==> config.mk <==
export PLATFORM = sky130hd
export DESIGN_NAME = matrix_seq_ctrl
export DESIGN_NICKNAME = d
export VERILOG_FILES = /design/src/rtl/matrix_pkg.sv /design/src/rtl/matrix_addr_gen.sv /design/src/rtl/matrix_seq_ctrl.sv
export SDC_FILE = /design/constraint.sdc
export NUM_CORES = 1
export LEC_CHECK = 0
export ABC_CLOCK_PERIOD_IN_PS = 4900
export CAP_MARGIN = 10
export CELL_PAD_IN_SITES_DETAIL_PLACEMENT = 1
export CELL_PAD_IN_SITES_GLOBAL_PLACEMENT = 2
export CORE_ASPECT_RATIO = 0.5
export CORE_MARGIN = 2
export CORE_UTILIZATION = 39
export DETAILED_ROUTE_END_ITERATION = 7
export GPL_ROUTABILITY_DRIVEN = 0
export PLACE_DENSITY = 0.89
export SYNTH_ARGS = -nofsm -noshare
export SYNTH_HDL_FRONTEND = slang
export SYNTH_HIERARCHICAL = 1
export SYNTH_SLANG_ARGS = --single-unit
==> constraint.sdc <==
create_clock -name CLK -period 4.9 [get_ports CLK]
set_clock_uncertainty 0.15 [all_clocks]
set_input_delay 0.98 -clock CLK [delete_from_list [all_inputs] [get_ports CLK]]
set_output_delay 0.98 -clock CLK [all_outputs]
set_load 0.005 [all_outputs]
==> src/rtl/matrix_pkg.sv <==
// ============================================================================
// matrix_pkg : shared types and constants for the matrix sequencer
// Rev 1.0
// ============================================================================
`default_nettype none

package matrix_pkg;

    localparam int DW      = 4;
    localparam int MAX_DIM = 2;

    localparam logic [1:0] HDR_R1 = 2'd0;
    localparam logic [1:0] HDR_C1 = 2'd1;
    localparam logic [1:0] HDR_R2 = 2'd2;
    localparam logic [1:0] HDR_C2 = 2'd3;

    typedef enum logic [2:0] {
        S_IDLE   = 3'd0,
        S_HDR    = 3'd1,
        S_LOAD_A = 3'd2,
        S_LOAD_B = 3'd3,
        S_MAC    = 3'd4,
        S_FLUSH  = 3'd5,
        S_ERR    = 3'd6
    } state_t;

endpackage

`default_nettype wire

==> src/rtl/matrix_addr_gen.sv <==
// ============================================================================
// matrix_addr_gen : i/j/k loop counters and row-major operand addresses
// Rev 1.0
// ============================================================================
`default_nettype none

module matrix_addr_gen #(
    parameter int AW = 2
) (
    input  logic          CLK,
    input  logic          RST_N,
    input  logic          i_clr,
    input  logic          i_en,
    input  logic [AW:0]   i_r1,
    input  logic [AW:0]   i_c1,
    input  logic [AW:0]   i_c2,
    output logic [AW-1:0] o_a_addr,
    output logic [AW-1:0] o_b_addr,
    output logic [AW-1:0] o_row,
    output logic [AW-1:0] o_col,
    output logic          o_k_first,
    output logic          o_k_last,
    output logic          o_last
);

    logic [AW:0] r_i, r_j, r_k;
    logic        w_j_last, w_i_last;

    assign o_k_first = (r_k == '0);
    assign o_k_last  = (r_k == i_c1 - 1'b1);
    assign w_j_last  = (r_j == i_c2 - 1'b1);
    assign w_i_last  = (r_i == i_r1 - 1'b1);
    assign o_last    = o_k_last && w_j_last && w_i_last;

    // Sums never exceed MAX_DIM*MAX_DIM-1, so the narrowing cast is lossless
    assign o_a_addr = AW'(r_i * i_c1 + r_k);
    assign o_b_addr = AW'(r_k * i_c2 + r_j);
    assign o_row    = AW'(r_i);
    assign o_col    = AW'(r_j);

    always_ff @(posedge CLK or negedge RST_N) begin
        if (!RST_N) begin
            r_i <= '0;
            r_j <= '0;
            r_k <= '0;
        end else if (i_clr) begin
            r_i <= '0;
            r_j <= '0;
            r_k <= '0;
        end else if (i_en) begin
            if (o_k_last) begin
                r_k <= '0;
                if (w_j_last) begin
                    r_j <= '0;
                    r_i <= w_i_last ? '0 : r_i + 1'b1;
                end else begin
                    r_j <= r_j + 1'b1;
                end
            end else begin
                r_k <= r_k + 1'b1;
            end
        end
    end

endmodule

`default_nettype wire

==> src/rtl/matrix_seq_ctrl.sv <==
// ============================================================================
// matrix_seq_ctrl : host-to-loader replay, dimension check and MAC sequencing
// Rev 1.0
// ============================================================================
`default_nettype none

module matrix_seq_ctrl #(
    parameter int DW      = matrix_pkg::DW,
    parameter int MAX_DIM = matrix_pkg::MAX_DIM,
    parameter int AW      = $clog2(MAX_DIM*MAX_DIM)
) (
    input  logic          CLK,
    input  logic          RST_N,
    input  logic          start,
    input  logic          in_valid,
    input  logic [DW-1:0] in_data,
    output logic          in_ready,
    output logic          ld_valid,
    output logic          ld_ctrl,
    output logic [DW-1:0] ld_data,
    output logic [AW-1:0] a_addr,
    output logic [AW-1:0] b_addr,
    output logic          mac_clr,
    output logic          mac_en,
    output logic          res_valid,
    output logic [AW-1:0] res_row,
    output logic [AW-1:0] res_col,
    output logic          busy,
    output logic          done,
    output logic          err
);

    import matrix_pkg::*;

    localparam int            CW        = AW + 1;
    localparam logic [DW-1:0] C_MAX_DIM = DW'(MAX_DIM);

    state_t        r_state, w_next;
    logic [1:0]    r_hdr_cnt;
    logic [DW-1:0] r_r1, r_c1, r_r2, r_c2;
    logic [CW-1:0] r_cnt;
    logic          r_chk, r_err, r_done;
    logic          r_ld_valid, r_ld_ctrl;
    logic [DW-1:0] r_ld_data;
    logic          r_res_valid;
    logic [AW-1:0] r_res_row, r_res_col;

    logic          w_in_ready, w_xfer, w_start, w_hdr_last, w_hdr_bad, w_load_last, w_mac_en;
    logic          w_k_first, w_k_last, w_last;
    logic [CW-1:0] w_tot_a, w_tot_b, w_tot_sel;
    logic [AW-1:0] w_row, w_col;

    function automatic logic dim_bad(input logic [DW-1:0] v);
        return (v == '0) || (v > C_MAX_DIM);
    endfunction

    // LOAD_A holds off one cycle after the header while the beat totals settle
    assign w_in_ready  = (r_state == S_HDR) || (r_state == S_LOAD_B) ||
                         ((r_state == S_LOAD_A) && !r_chk);
    assign w_xfer      = in_valid && w_in_ready;
    assign w_start     = (r_state == S_IDLE) && start;
    assign w_hdr_last  = (r_state == S_HDR) && w_xfer && (r_hdr_cnt == HDR_C2);
    assign w_hdr_bad   = dim_bad(r_r1) || dim_bad(r_c1) || dim_bad(r_r2) ||
                         dim_bad(in_data) || (r_c1 != r_r2);
    assign w_tot_a     = CW'(r_r1) * CW'(r_c1);
    assign w_tot_b     = CW'(r_r2) * CW'(r_c2);
    assign w_tot_sel   = (r_state == S_LOAD_A) ? w_tot_a : w_tot_b;
    assign w_load_last = (r_cnt == w_tot_sel - 1'b1);
    assign w_mac_en    = (r_state == S_MAC);

    matrix_addr_gen #(.AW(AW)) u_addr_gen (
        .CLK       (CLK),
        .RST_N     (RST_N),
        .i_clr     (w_start),
        .i_en      (w_mac_en),
        .i_r1      (CW'(r_r1)),
        .i_c1      (CW'(r_c1)),
        .i_c2      (CW'(r_c2)),
        .o_a_addr  (a_addr),
        .o_b_addr  (b_addr),
        .o_row     (w_row),
        .o_col     (w_col),
        .o_k_first (w_k_first),
        .o_k_last  (w_k_last),
        .o_last    (w_last)
    );

    always_ff @(posedge CLK or negedge RST_N) begin
        if (!RST_N) r_state <= S_IDLE;
        else        r_state <= w_next;
    end

    always_comb begin
        w_next = r_state;
        case (r_state)
            S_IDLE:   if (start) w_next = S_HDR;
            S_HDR:    if (w_hdr_last) w_next = w_hdr_bad ? S_ERR : S_LOAD_A;
            S_LOAD_A: if (w_xfer && w_load_last) w_next = S_LOAD_B;
            S_LOAD_B: if (w_xfer && w_load_last) w_next = S_MAC;
            S_MAC:    if (w_last) w_next = S_FLUSH;
            S_FLUSH:  w_next = S_IDLE;
            S_ERR:    w_next = S_IDLE;
            default:  w_next = S_IDLE;
        endcase
    end

    always_ff @(posedge CLK or negedge RST_N) begin
        if (!RST_N) begin
            r_hdr_cnt   <= '0;
            r_r1        <= '0;
            r_c1        <= '0;
            r_r2        <= '0;
            r_c2        <= '0;
            r_cnt       <= '0;
            r_chk       <= 1'b0;
            r_err       <= 1'b0;
            r_done      <= 1'b0;
            r_ld_valid  <= 1'b0;
            r_ld_ctrl   <= 1'b0;
            r_ld_data   <= '0;
            r_res_valid <= 1'b0;
            r_res_row   <= '0;
            r_res_col   <= '0;
        end else begin
            r_ld_valid  <= w_xfer;
            r_ld_ctrl   <= w_xfer && (r_state == S_HDR);
            r_ld_data   <= w_xfer ? in_data : '0;
            r_chk       <= w_hdr_last && !w_hdr_bad;
            r_done      <= (r_state == S_FLUSH);
            r_res_valid <= w_mac_en && w_k_last;
            r_res_row   <= (w_mac_en && w_k_last) ? w_row : '0;
            r_res_col   <= (w_mac_en && w_k_last) ? w_col : '0;

            if (w_start) begin
                r_err     <= 1'b0;
                r_hdr_cnt <= '0;
                r_cnt     <= '0;
                r_r1      <= '0;
                r_c1      <= '0;
                r_r2      <= '0;
                r_c2      <= '0;
            end
            if (w_hdr_last && w_hdr_bad) r_err <= 1'b1;

            if ((r_state == S_HDR) && w_xfer) begin
                r_hdr_cnt <= r_hdr_cnt + 1'b1;
                case (r_hdr_cnt)
                    HDR_R1:  r_r1 <= in_data;
                    HDR_C1:  r_c1 <= in_data;
                    HDR_R2:  r_r2 <= in_data;
                    default: r_c2 <= in_data;
                endcase
            end

            if (((r_state == S_LOAD_A) || (r_state == S_LOAD_B)) && w_xfer)
                r_cnt <= w_load_last ? '0 : r_cnt + 1'b1;
        end
    end

    assign in_ready  = w_in_ready;
    assign ld_valid  = r_ld_valid;
    assign ld_ctrl   = r_ld_ctrl;
    assign ld_data   = r_ld_data;
    assign mac_en    = w_mac_en;
    assign mac_clr   = w_mac_en && w_k_first;
    assign res_valid = r_res_valid;
    assign res_row   = r_res_row;
    assign res_col   = r_res_col;
    assign busy      = (r_state != S_IDLE);
    assign done      = r_done;
    assign err       = r_err;

endmodule

`default_nettype wire

==> impl_metrics.yaml, run 1 <==
clock_tree:
  number_of_buffers_added_for_setup_after_cts: 0
  clk-insertion-delay-late_ps: 290
  ctsHtreeMaxLevel: 2
  tritoncts: "done"
  clock_tree.buffer_depth: 2
  cts.sink_count: 46
  cts_root_buf: "sky130_fd_sc_hd__clkbuf_16"
  cts_buffers: 5
  post_cts_hold_buffer_count: 0
  post_cts_resized: 0
  cts.reportedPaths.clkPinSlew_ps: 60
placement:
  numPortBuffers: 28
  detailedPlacementHpwl_mm: 4.83
logic_synthesis:
  syn_avg_cell_area_sq_um: 10.3
  sequential_cell_area_fraction_in_the_yosys_report_pct: 42.4
  synth_nets: 291
  synth_top_flop_cell: "sky130_fd_sc_hd__dfrtp_1"
  synthDistinctLibCells: 52
  number_of_flops_mapped_to_enable_cells_by_yosys: 0
  async_reset_ff_share_pct: 100
  postSynthRegisterBits: 46
  netlist.top_cell.by_area: "sky130_fd_sc_hd__dfrtp_1"
  gate_count_post_synth: 265
  synth_top_cells_by_area: "sky130_fd_sc_hd__dfrtp_1 (42%), sky130_fd_sc_hd__ha_1 (8.3%), sky130_fd_sc_hd__a22o_1 (4.8%), sky130_fd_sc_hd__xor2_1 (4.5%), sky130_fd_sc_hd__and2_1 (3.9%)"
  syn_area_sq_mm: 0.00272
  synth_top_cell_area_share_pct: 42.4
  synth.yosys.warnings: 6
drt:
  ant_nets: 0
  detail_route.wirelength_mm: 6.53
  vias_per_cell: 5.31
  drc: 0
  detailroute.via_count: 2046
  detailedRoute.firstPassIterationCount: 4
  wl_per_cell_um: 17.0
  detailedRoute.firstIterationViolations: 99
worst_setup_path:
  setup.worst_path.end_class: "output port"
  worst-endpoint-arrival_ps: 2250
  cp_data_required_time_ps: 3770
  path_max_fanout: 6
  path_class: "flop to output port"
  cpLargestDelayFamily: "buffers and inverters"
  timing.critical_path.cells: "inv_1 > nor2_1 > ha_1 > xor2_1 > xnor2_1 > xnor2_1 > clkdlybuf4s50_1"
  crit_slowest_cell: "sky130_fd_sc_hd__clkdlybuf4s50_1"
  cpMostUsedCell: "sky130_fd_sc_hd__xnor2_1"
  critPathBufInv: 2
  critPathMaxStageDelay_ps: 510
  startpoint_type: "flop"
sta:
  max_freq_ghz: 0.296
  finalHoldWorstSlack_ps: 353
  setup_viol_count_final: 0
  finalHoldViolations: 0
  final_report_max_slew_violation_count: 0
  layout_min_cycle_time_ps: 3380
  worstMarginPinSlew_ps: 1060
  relative_slew_slack_pct: 29.3
  rsz0062_at_grt: "no"
  finalCritPeriodShare_pct: 69.0
  final.setup.tns_ps: 0
floorplanning:
  die-area_sq_mm: 0.00769
  dieWidth_um: 122
  io_pins: 29
  core_region_area_sq_mm: 0.00670
  die_height_um: 63.0
  placement_row_count: 21
  initial_utilization_pct: 40.5
layout:
  design.final.nets: 319
  fin_util_pct: 47.7
  diodes: 0
  areaGrowthSynthToFinish_pct: 17.6
  fillerInstances: 741
  layout_cell_share_with_drive_strength_beyond_1_pct: 6.14
pwr:
  combinational_power_share_pct: 42.7
  power.share.switching_pct: 38.7
  power.sequential.fraction_pct: 38.1
  power_leakage_nw: 1.46
  share_of_total_power_in_the_clock_network_pct: 19.2
  power.density_mw_per_mm2: 528
  totalPowerFinal_mw: 1.69
  power.switching_uw: 653
  vdd.ir_drop.worst_mv: 0.243
  intPower_mw: 1.04
run:
  max-cap-violations: 0
global_routing:
  grt_max_degree: 47
  grt_first_pass_wirelength_mm: 11.0
  antenna_found_initial: 0
  grt_use_total_pct: 18.9
  grt_remaining_overflow: 0
  grt_pass1_vias: 2268
worst_hold_path:
  timing.hold.worst.class: "flop to flop"
outcome:
  run_status: "complete, no violations"
## stage by stage
stage | cell area (sq um) | worst slack (ps) | cells
6_report | 3200 | 1520 | 385
5_1_grt | 3200 | 1380 | 385
4_1_cts | 3200 | 1510 | 385
3_5_place_dp | 3060 | 1700 | 378
3_3_place_gp | 3060 | 1750 | 378
2_1_floorplan | 2720 | 2090 | 265
## cells by family after synthesis
family / count (synthesis) / share of synthesized area (%)
xor+xnor: 27 / 10.5
simple gates: 96 / 19.9
flops: 46 / 42.4
mux: 4 / 1.70
fa+ha+maj: 18 / 8.29
buf+inv: 29 / 4.93
compound gates: 45 / 12.3
## power groups by stage
stage                     sequential [mW]  clock [mW]  combinational, mW
after floorplan                     0.580           0              0.522
after CTS                           0.643       0.333              0.726
after detailed placement            0.650           0              0.720
after global routing                0.664       0.347              0.801
final                               0.643       0.325              0.721
after global placement              0.642           0              0.685
## flip-flops by register name, summed over array words and instances, names as in the netlist, 3 cells and up
name	cells
ld_data	4
r_c1	4
r_r1	4
r_r2	4
r_c2	3
r_cnt	3
r_state	3
u_addr_gen/r_i	3
u_addr_gen/r_j	3
u_addr_gen/r_k	3
## cell usage after synthesis (2+ instances only)
library cell / count
sky130_fd_sc_hd__a21oi_1: 8
sky130_fd_sc_hd__a22o_1: 15
sky130_fd_sc_hd__a31oi_1: 3
sky130_fd_sc_hd__and2_1: 17
sky130_fd_sc_hd__and3_1: 5
sky130_fd_sc_hd__buf_2: 2
sky130_fd_sc_hd__buf_4: 4
sky130_fd_sc_hd__dfrtp_1: 46
sky130_fd_sc_hd__ha_1: 18
sky130_fd_sc_hd__inv_1: 18
sky130_fd_sc_hd__mux2i_1: 2
sky130_fd_sc_hd__nand2_1: 27
sky130_fd_sc_hd__nand2b_1: 2
sky130_fd_sc_hd__nand3_1: 7
sky130_fd_sc_hd__nor2_1: 15
sky130_fd_sc_hd__nor3_1: 3
sky130_fd_sc_hd__nor3b_1: 3
sky130_fd_sc_hd__nor3b_4: 2
sky130_fd_sc_hd__nor4_1: 2
sky130_fd_sc_hd__nor4b_1: 2
sky130_fd_sc_hd__nor4bb_1: 2
sky130_fd_sc_hd__o21ai_0: 6
sky130_fd_sc_hd__o22ai_1: 2
sky130_fd_sc_hd__o31ai_1: 2
sky130_fd_sc_hd__or3_1: 2
sky130_fd_sc_hd__or4b_1: 2
sky130_fd_sc_hd__xnor2_1: 9
sky130_fd_sc_hd__xnor3_1: 2
sky130_fd_sc_hd__xor2_1: 14
## placed cells by master (no fill, tap or decap), types with 5 or more instances in the layout
master and n:
sky130_fd_sc_hd__and2_1 17, sky130_fd_sc_hd__nand2_1 27, sky130_fd_sc_hd__nor2_1 15, sky130_fd_sc_hd__dfrtp_1 46
sky130_fd_sc_hd__xor2_1 14, sky130_fd_sc_hd__inv_1 18, sky130_fd_sc_hd__clkbuf_16 5, sky130_fd_sc_hd__o21ai_0 6
sky130_fd_sc_hd__xnor2_1 9, sky130_fd_sc_hd__nand3_1 7, sky130_fd_sc_hd__a22o_1 15, sky130_fd_sc_hd__and3_1 5
sky130_fd_sc_hd__ha_1 18, sky130_fd_sc_hd__clkdlybuf4s50_1 27, sky130_fd_sc_hd__a21oi_1 8
## final timing paths
check	from	slack (ps)	cells past startpoint	end
worst max register to register	r_state[1]$_DFFE_PN0P_	1720	10	r_state[0]$_DFFE_PN0P_
worst max-delay path	u_addr_gen/r_k[0]$_DFFE_PN0P_	1520	7	b_addr[1]
worst min-delay path	r_r2[3]$_DFF_PN0_	350	1	r_r2[3]$_DFF_PN0_
max in group asynchronous	RST_N	3220	1	err$_DFFE_PN0P_
worst min register to register	r_r2[3]$_DFF_PN0_	350	1	r_r2[3]$_DFF_PN0_
min in group asynchronous	RST_N	730	1	r_cnt[0]$_DFFE_PN0P_
## cell type report
class	count	area (sq um)	area share [%]
Clock buffer	7	133	4.15
Inverter	20	75.1	2.35
Multi-Input combinational cell	190	1430	44.8
Sequential cell	46	1150	36.0
Tap cell	92	115	3.60
Timing Repair Buffer	30	290	9.08
## layer usage
| metal | vias to the layer above | global-route usage, % | share of wire, % |
|---|---|---|---|
| li1 | 973 | - | - |
| met1 | 1040 | 22.0 | 45 |
| met2 | 26 | 34.8 | 51 |
| met3 | 7 | 4.11 | 2.8 |
| met4 | 0 | 5.32 | 1.2 |
| met5 | - | 0 | 0 |
No activity file was read; power rests on OpenSTA's default activity.
==> run 2: changes to the inputs <==
--- a/config.mk
+++ b/config.mk
@@ -5,16 +5,16 @@
 export SDC_FILE = /design/constraint.sdc
 export NUM_CORES = 1
 export LEC_CHECK = 0
-export ABC_CLOCK_PERIOD_IN_PS = 4900
+export ABC_CLOCK_PERIOD_IN_PS = 2740
 export CAP_MARGIN = 10
 export CELL_PAD_IN_SITES_DETAIL_PLACEMENT = 1
 export CELL_PAD_IN_SITES_GLOBAL_PLACEMENT = 2
 export CORE_ASPECT_RATIO = 0.5
 export CORE_MARGIN = 2
-export CORE_UTILIZATION = 39
+export CORE_UTILIZATION = 33
 export DETAILED_ROUTE_END_ITERATION = 7
 export GPL_ROUTABILITY_DRIVEN = 0
-export PLACE_DENSITY = 0.89
+export PLACE_DENSITY = 0.81
 export SYNTH_ARGS = -nofsm -noshare
 export SYNTH_HDL_FRONTEND = slang
 export SYNTH_HIERARCHICAL = 1
==> constraint.sdc (replaced) <==
create_clock -name CLK -period 2.74 [get_ports CLK]
set_clock_uncertainty 0.15 [all_clocks]
set_input_delay 0.548 -clock CLK [delete_from_list [all_inputs] [get_ports CLK]]
set_output_delay 0.548 -clock CLK [all_outputs]
set_load 0.005 [all_outputs]
==> run 2 against run 1 <==
  * The flow now finishes with violations (setup timing)
  * Sequential share of layout area fell by 3.8 points
  * Final cell count rose by 14%
  * Via count rose by 5.9%
  * Global-route usage fell by 1.3 points
  * Sequential power rose by 59%
  * Routed wire length rose by 14%
  * Combinational power rose by 140%
  * Die area rose by 17%
  * Clock power rose by 120%
  * Register-to-register slack got worse by 1800 ps
  * Critical path type is now flop to flop
  * Largest cell class unchanged
==> impl_metrics.yaml, run 2 (same netlist as run 1, synthesis figures left out) <==
sta:
  final_report_max_slew_violation_count: 0
  max_freq_ghz: 0.354
  relative_slew_slack_pct: 59.3
  finalHoldViolations: 0
  setup_viol_count_final: 1
  layout_min_cycle_time_ps: 2820
  finalCritPeriodShare_pct: 103
  worstMarginPinSlew_ps: 607
  rsz0062_at_grt: "yes"
  post-route-worst-setup-slack_ps: -84.7
  finalHoldWorstSlack_ps: 35.5
layout:
  layout_commonest_cell: "sky130_fd_sc_hd__dfrtp_1"
  areaGrowthSynthToFinish_pct: 31.5
  layout_cell_share_with_drive_strength_beyond_1_pct: 19.7
  diodes: 0
  final_cell_mix: "sky130_fd_sc_hd__dfrtp_1 (45), sky130_fd_sc_hd__buf_4 (31), sky130_fd_sc_hd__nand2_1 (25), sky130_fd_sc_hd__clkdlybuf4s50_1 (25), sky130_fd_sc_hd__inv_1 (18)"
  fin_util_pct: 44.7
  design.final.nets: 350
clock_tree:
  cts_buffers: 5
  clk-insertion-delay-late_ps: 290
  cts.sink_count: 46
  cts.reportedPaths.clkPinSlew_ps: 70
  ctsHtreeMaxLevel: 2
  tritoncts: "done"
  cts_root_buf: "sky130_fd_sc_hd__clkbuf_16"
  clock_tree.buffer_depth: 2
worst_setup_path:
  cp_data_required_time_ps: 2770
  path_class: "flop to flop"
  crit_slowest_cell: "sky130_fd_sc_hd__dfrtp_1"
  cpMostUsedCell: "sky130_fd_sc_hd__nor3b_4"
  timing.critical_path.cells: "nor3b_4 > buf_6 > mux2i_2 > ha_2 > xor2_4 > nand2_2 > o22ai_4 > nor3b_4 > a221oi_2 > mux2_4"
  path_max_fanout: 4
  worst-endpoint-arrival_ps: 2850
  critPathMaxStageDelay_ps: 410
  critPathLaunch: "r_state[2]$_DFFE_PN0P_"
  startpoint_of_the_lowest_slack_register_to_register_path: "r_state[2]$_DFFE_PN0P_"
  setup.worst_path.end_class: "flop"
  startpoint_type: "flop"
drt:
  detailedRoute.firstIterationViolations: 78
  detailroute.via_count: 2166
  wl_per_cell_um: 17.1
  detailedRoute.firstPassIterationCount: 4
  ant_nets: 0
  drc: 0
  detail_route.wirelength_mm: 7.46
  vias_per_cell: 4.96
global_routing:
  antenna_found_initial: 0
  grt_first_pass_wirelength_mm: 12.2
  grt_use_total_pct: 17.6
  grt_remaining_overflow: 0
  grt_pass1_vias: 2416
  grt_max_degree: 19
pwr:
  intPower_mw: 2.14
  power.density_mw_per_mm2: 968
  power_leakage_nw: 1.66
  power.sequential.fraction_pct: 29.6
  share_of_total_power_in_the_clock_network_pct: 21.0
  combinational_power_share_pct: 49.4
  power.share.switching_pct: 38.2
  vdd.ir_drop.worst_mv: 0.320
  power.switching_mw: 1.32
outcome:
  failed_checks: "setup timing"
  run_status: "finished with violations"
floorplanning:
  die-area_sq_mm: 0.00902
  initial_utilization_pct: 34.0
  die_height_um: 68.2
  dieWidth_um: 132
  placement_row_count: 23
  core_region_area_sq_mm: 0.00800
  io_pins: 29
placement:
  detailedPlacementHpwl_mm: 5.52
  dp_worst_setup_slack_ps: -80.7
  numPortBuffers: 28
run:
  max-cap-violations: 0
worst_hold_path:
  timing.hold.worst.class: "input port to asynchronous set/reset pin"
[run 2: cell types whose count changed in the layout (fill, tap and decap cells not counted), sizes merged]
cell,delta
buf,+31
bufinv,+1
clkbuf,-2
clkdlybuf4s15,+1
clkdlybuf4s50,-2
dlygate4sd2,+1
inv,+2
[run 2: area by class of cell]
class / instances / area (sq um)
multi-input cells: 190 / 1500
fillers: 929 / 4430
clock buffers: 5 / 125
inverters: 20 / 75.1
repair buffers: 61 / 529
flip-flops and latches: 46 / 1150
well taps: 112 / 140
clock inverters: 3 / 47.5
[run 2: through the flow]
step	std cells	setup TNS [ps]	power [mW]	instance area, sq um
detailed placement	421	-80.7	2.64	3270
CTS	432	-4.33	3.41	3470
global route	437	-361	3.70	3570
floorplan	265	0	1.97	2720
global placement	421	0	2.55	3270
finish	437	-84.7	3.46	3570
[run 2: routing by layer]
metal / track usage [%] / part of all wire (%) / up-vias
li1: - / - / 1034
met1: 21.8 / 47 / 1086
met2: 31.1 / 48 / 35
met3: 3.93 / 3.3 / 11
met4: 6.45 / 1.5 / 0
met5: 0 / 0 / -
[run 2: repair_timing]
action                                  in CTS  in global routing
pin swaps                                    3                  6
buffers inserted                             3                  6
endpoints found under the setup margin       5                  5
gates resized for setup                      4                 15
hold buffers                                 0                  0
[run 2: worst paths after layout]
kind	end	slack [ps]	depth (start not counted)
worst max-delay path	r_state[0]$_DFFE_PN0P_	-80	10
worst min-delay path	u_addr_gen/r_i[1]$_DFFE_PN0P_	40	1
worst max register to register	r_state[0]$_DFFE_PN0P_	-80	10
worst min register to register	r_r2[3]$_DFF_PN0_	360	1
max in group asynchronous	err$_DFFE_PN0P_	1800	2
min in group CLK	r_r2[3]$_DFF_PN0_	360	1
[run 2: worst max-delay path, delay by kind of cell, from the launching register on]
family | cells | cell delay (ps)
fa+ha+maj | 1 | 250
simple gates | 3 | 440
mux | 2 | 540
flops | 1 | 410
compound gates | 2 | 550
xor+xnor | 1 | 220
buf+inv | 1 | 150
[run 2: power groups by stage]
| stage | clock, mW | sequential, mW | combinational (mW) |
|---|---|---|---|
| 2_1_floorplan | 0 | 1.04 | 0.935 |
| 3_3_place_gp | 0 | 1.02 | 1.53 |
| 3_5_place_dp | 0 | 1.04 | 1.60 |
| 4_1_cts | 0.737 | 1.02 | 1.65 |
| 5_1_grt | 0.771 | 1.05 | 1.88 |
| 6_report | 0.725 | 1.02 | 1.71 |
==> run 3: changes to the inputs <==
--- a/config.mk
+++ b/config.mk
@@ -11,11 +11,13 @@
 export CELL_PAD_IN_SITES_GLOBAL_PLACEMENT = 2
 export CORE_ASPECT_RATIO = 0.5
 export CORE_MARGIN = 2
-export CORE_UTILIZATION = 33
+export CORE_UTILIZATION = 37
 export DETAILED_ROUTE_END_ITERATION = 7
+export DONT_BUFFER_PORTS = 1
 export GPL_ROUTABILITY_DRIVEN = 0
-export PLACE_DENSITY = 0.81
+export PLACE_DENSITY_LB_ADDON = 0.1
 export SYNTH_ARGS = -nofsm -noshare
 export SYNTH_HDL_FRONTEND = slang
 export SYNTH_HIERARCHICAL = 1
 export SYNTH_SLANG_ARGS = --single-unit
+export TNS_END_PERCENT = 100
==> run 3 against run 2 <==
  * The run still ends with setup timing left
  * Fmax is 2.6% higher
  * Critical path depth stayed put
  * Sequential power hardly changed
  * Sequential share of layout area is 3.4 points higher
  * Count of clock-buffer cells in the layout stayed put
  * Via count is 6.1% lower
  * Die area is 10% lower
  * Worst hold slack better by 190 ps
  * Routed wire length is 7.6% lower
  * Global-route usage is 0.73 points higher
  * First-iteration DRC count is 3.8% higher
  * Final cell count is 11% lower
==> impl_metrics.yaml, run 3 (same netlist as run 1, synthesis figures left out) <==
outcome:
  run_status: "finished with violations"
  failed_checks: "setup timing"
drt:
  route.met3.wl_um: 187
  detailroute.via_count: 2033
  detailedRoute.firstIterationViolations: 81
  topRoutingLayerUsed: "met4"
  wl_per_cell_um: 17.8
  vias_per_cell: 5.24
  drc: 0
  detailedRoute.firstPassIterationCount: 4
  detailroute.wirelength.met2_mm: 3.09
  ant_nets: 0
  detail_route.wirelength_mm: 6.89
  detail_route.wirelength.met1_mm: 3.54
sta:
  relative_slew_slack_pct: 60.3
  worstMarginPinSlew_ps: 593
  layout_min_cycle_time_ps: 2750
  finalCritPeriodShare_pct: 101
  post-route-worst-setup-slack_ps: -14.1
  finalHoldViolations: 0
  rsz0062_at_grt: "yes"
  max_freq_ghz: 0.363
  setup_viol_count_final: 1
  final_report_max_slew_violation_count: 0
  finalHoldWorstSlack_ps: 228
layout:
  design.final.nets: 317
  multi_input_area_sq_mm: 0.00147
  layout_cell_share_with_drive_strength_beyond_1_pct: 17.8
  fillerInstances: 802
  areaGrowthSynthToFinish_pct: 18.9
  diodes: 0
  fin_util_pct: 44.8
  final-instance-count-excl-fill: 388
  final-seq-area_sq_mm: 0.00115
  layout_commonest_cell: "sky130_fd_sc_hd__dfrtp_1"
  final_cell_mix: "sky130_fd_sc_hd__dfrtp_1 (46), sky130_fd_sc_hd__nand2_1 (27), sky130_fd_sc_hd__buf_4 (25)"
global_routing:
  grt_first_pass_wirelength_mm: 11.3
  grt_pass1_vias: 2075
  antenna_found_initial: 0
  grt_use_total_pct: 18.3
  grt_remaining_overflow: 0
  grt_max_degree: 47
worst_setup_path:
  crit_slowest_cell: "sky130_fd_sc_hd__dfrtp_1"
  critPathBufInv: 1
  cpMostUsedCell: "sky130_fd_sc_hd__nor3b_4"
  path_class: "flop to flop"
  setup.worst_path.end_class: "flop"
  critPathLaunch: "r_state[0]$_DFFE_PN0P_"
  cpLargestDelayFamily: "compound AO/OA/AOI/OAI gates"
  cp_data_required_time_ps: 2770
  startpoint_of_the_lowest_slack_register_to_register_path: "r_state[0]$_DFFE_PN0P_"
  worst-endpoint-arrival_ps: 2790
  timing.critical_path.cells: "nor3b_4 > buf_4 > mux2i_1 > ha_2 > xor2_4 > nand2_1 > o22ai_2 > nor3b_4 > a221oi_2 > mux2_4"
  critPathMaxStageDelay_ps: 410
  startpoint_type: "flop"
  path_max_fanout: 4
pwr:
  combinational_power_share_pct: 44.5
  intPower_mw: 1.93
  power.share.switching_pct: 38.8
  share_of_total_power_in_the_clock_network_pct: 22.5
  power_leakage_nw: 1.52
  totalPowerFinal_mw: 3.16
  power.sequential.fraction_pct: 33.0
  vdd.ir_drop.worst_mv: 0.374
  power.switching_mw: 1.23
  power.density_mw_per_mm2: 978
floorplanning:
  placement_row_count: 22
  die_height_um: 64.6
  core_region_area_sq_mm: 0.00721
  dieWidth_um: 125
  io_pins: 29
  initial_utilization_pct: 37.7
  die-area_sq_mm: 0.00808
placement:
  detailedPlacementHpwl_mm: 4.88
  numPortBuffers: 0
  number_of_placed_instances_with_taps_included: 370
  dp_worst_setup_slack_ps: -113
clock_tree:
  cts_buffers: 5
  cts_root_buf: "sky130_fd_sc_hd__clkbuf_16"
  clk-insertion-delay-late_ps: 290
  cts.reportedPaths.clkPinSlew_ps: 70
  ctsHtreeMaxLevel: 2
  tritoncts: "done"
  clock_tree.buffer_depth: 2
  cts.sink_count: 46
worst_hold_path:
  timing.hold.worst.class: "input port to flop"
  worst_hold_startpoint: "in_data[3]"
run:
  max-cap-violations: 0
==> run 3: changes by cell type in the layout (fill, tap and decap cells not counted), sizes merged <==
cell,delta
clkinvlp,+3
dlygate4sd3,+1
dlygate4sd2,-1
clkinv,-1
buf,-7
clkdlybuf4s15,-1
inv,-2
clkdlybuf4s50,-25
==> run 3: power by group through the flow <==
stage | combinational (mW) | clock [mW] | sequential [mW]
after detailed placement | 1.32 | 0 | 1.06
after global routing | 1.58 | 0.763 | 1.07
after CTS | 1.37 | 0.734 | 1.04
after floorplan | 0.935 | 0 | 1.04
after global placement | 1.28 | 0 | 1.05
final | 1.41 | 0.710 | 1.04
==> run 3: worst reg2reg max path, delay by kind of cell, from the launching register on <==
family                   cells  cell delay (ps)
multiplexers                 2              510
AO/OA/AOI/OAI                2              520
flip-flops                   1              410
adder cells (fa/ha/maj)      1              250
XOR/XNOR                     1              200
AND/OR/NAND/NOR              3              440
buffers and inverters        1              160
==> run 3: metrics by stage <==
step	area, sq um	TNS [ps]
2_1_floorplan	2720	0
3_3_place_gp	2930	0
3_5_place_dp	2930	-145
4_1_cts	3160	-0.212
5_1_grt	3230	-351
6_report	3230	-14.1
==> run 3: cell type report <==
class                      count  area share (%)
multi-input combinational    190            45.6
sequential                    46            35.6
timing repair buffer          28            7.32
clock buffer                   5            3.87
tap                           96            3.72
inverter                      20            2.44
clock inverter                 3            1.39
==> run 3: worst paths after layout <==
path	end	slack, ps	depth (start not counted)
worst max-delay path	r_state[0]$_DFFE_PN0P_	-10	10
worst min-delay path	ld_data[3]$_DFF_PN0_	230	1
worst max register to register	r_state[0]$_DFFE_PN0P_	-10	10
worst min register to register	r_r1[3]$_DFF_PN0_	360	1
max in group asynchronous	r_state[2]$_DFFE_PN0P_	1600	2
min in group asynchronous	u_addr_gen/r_k[2]$_DFFE_PN0P_	600	2
==> run 3: layer usage <==
layer / global-route usage (%) / vias up
met4: 5.42 / 0
met5: 0 / -
met3: 4.62 / 8
met1: 24.9 / 1036
li1: - / 967
met2: 29.3 / 22
==> run 3: timing repair <==
item,in CTS,in global routing
hold endpoints to repair,46,0
pin swaps,2,4
setup buffers,3,5
gates resized for setup,1,6
hold buffers,2,0
endpoints found under the setup margin,2,5
cloned,0,0
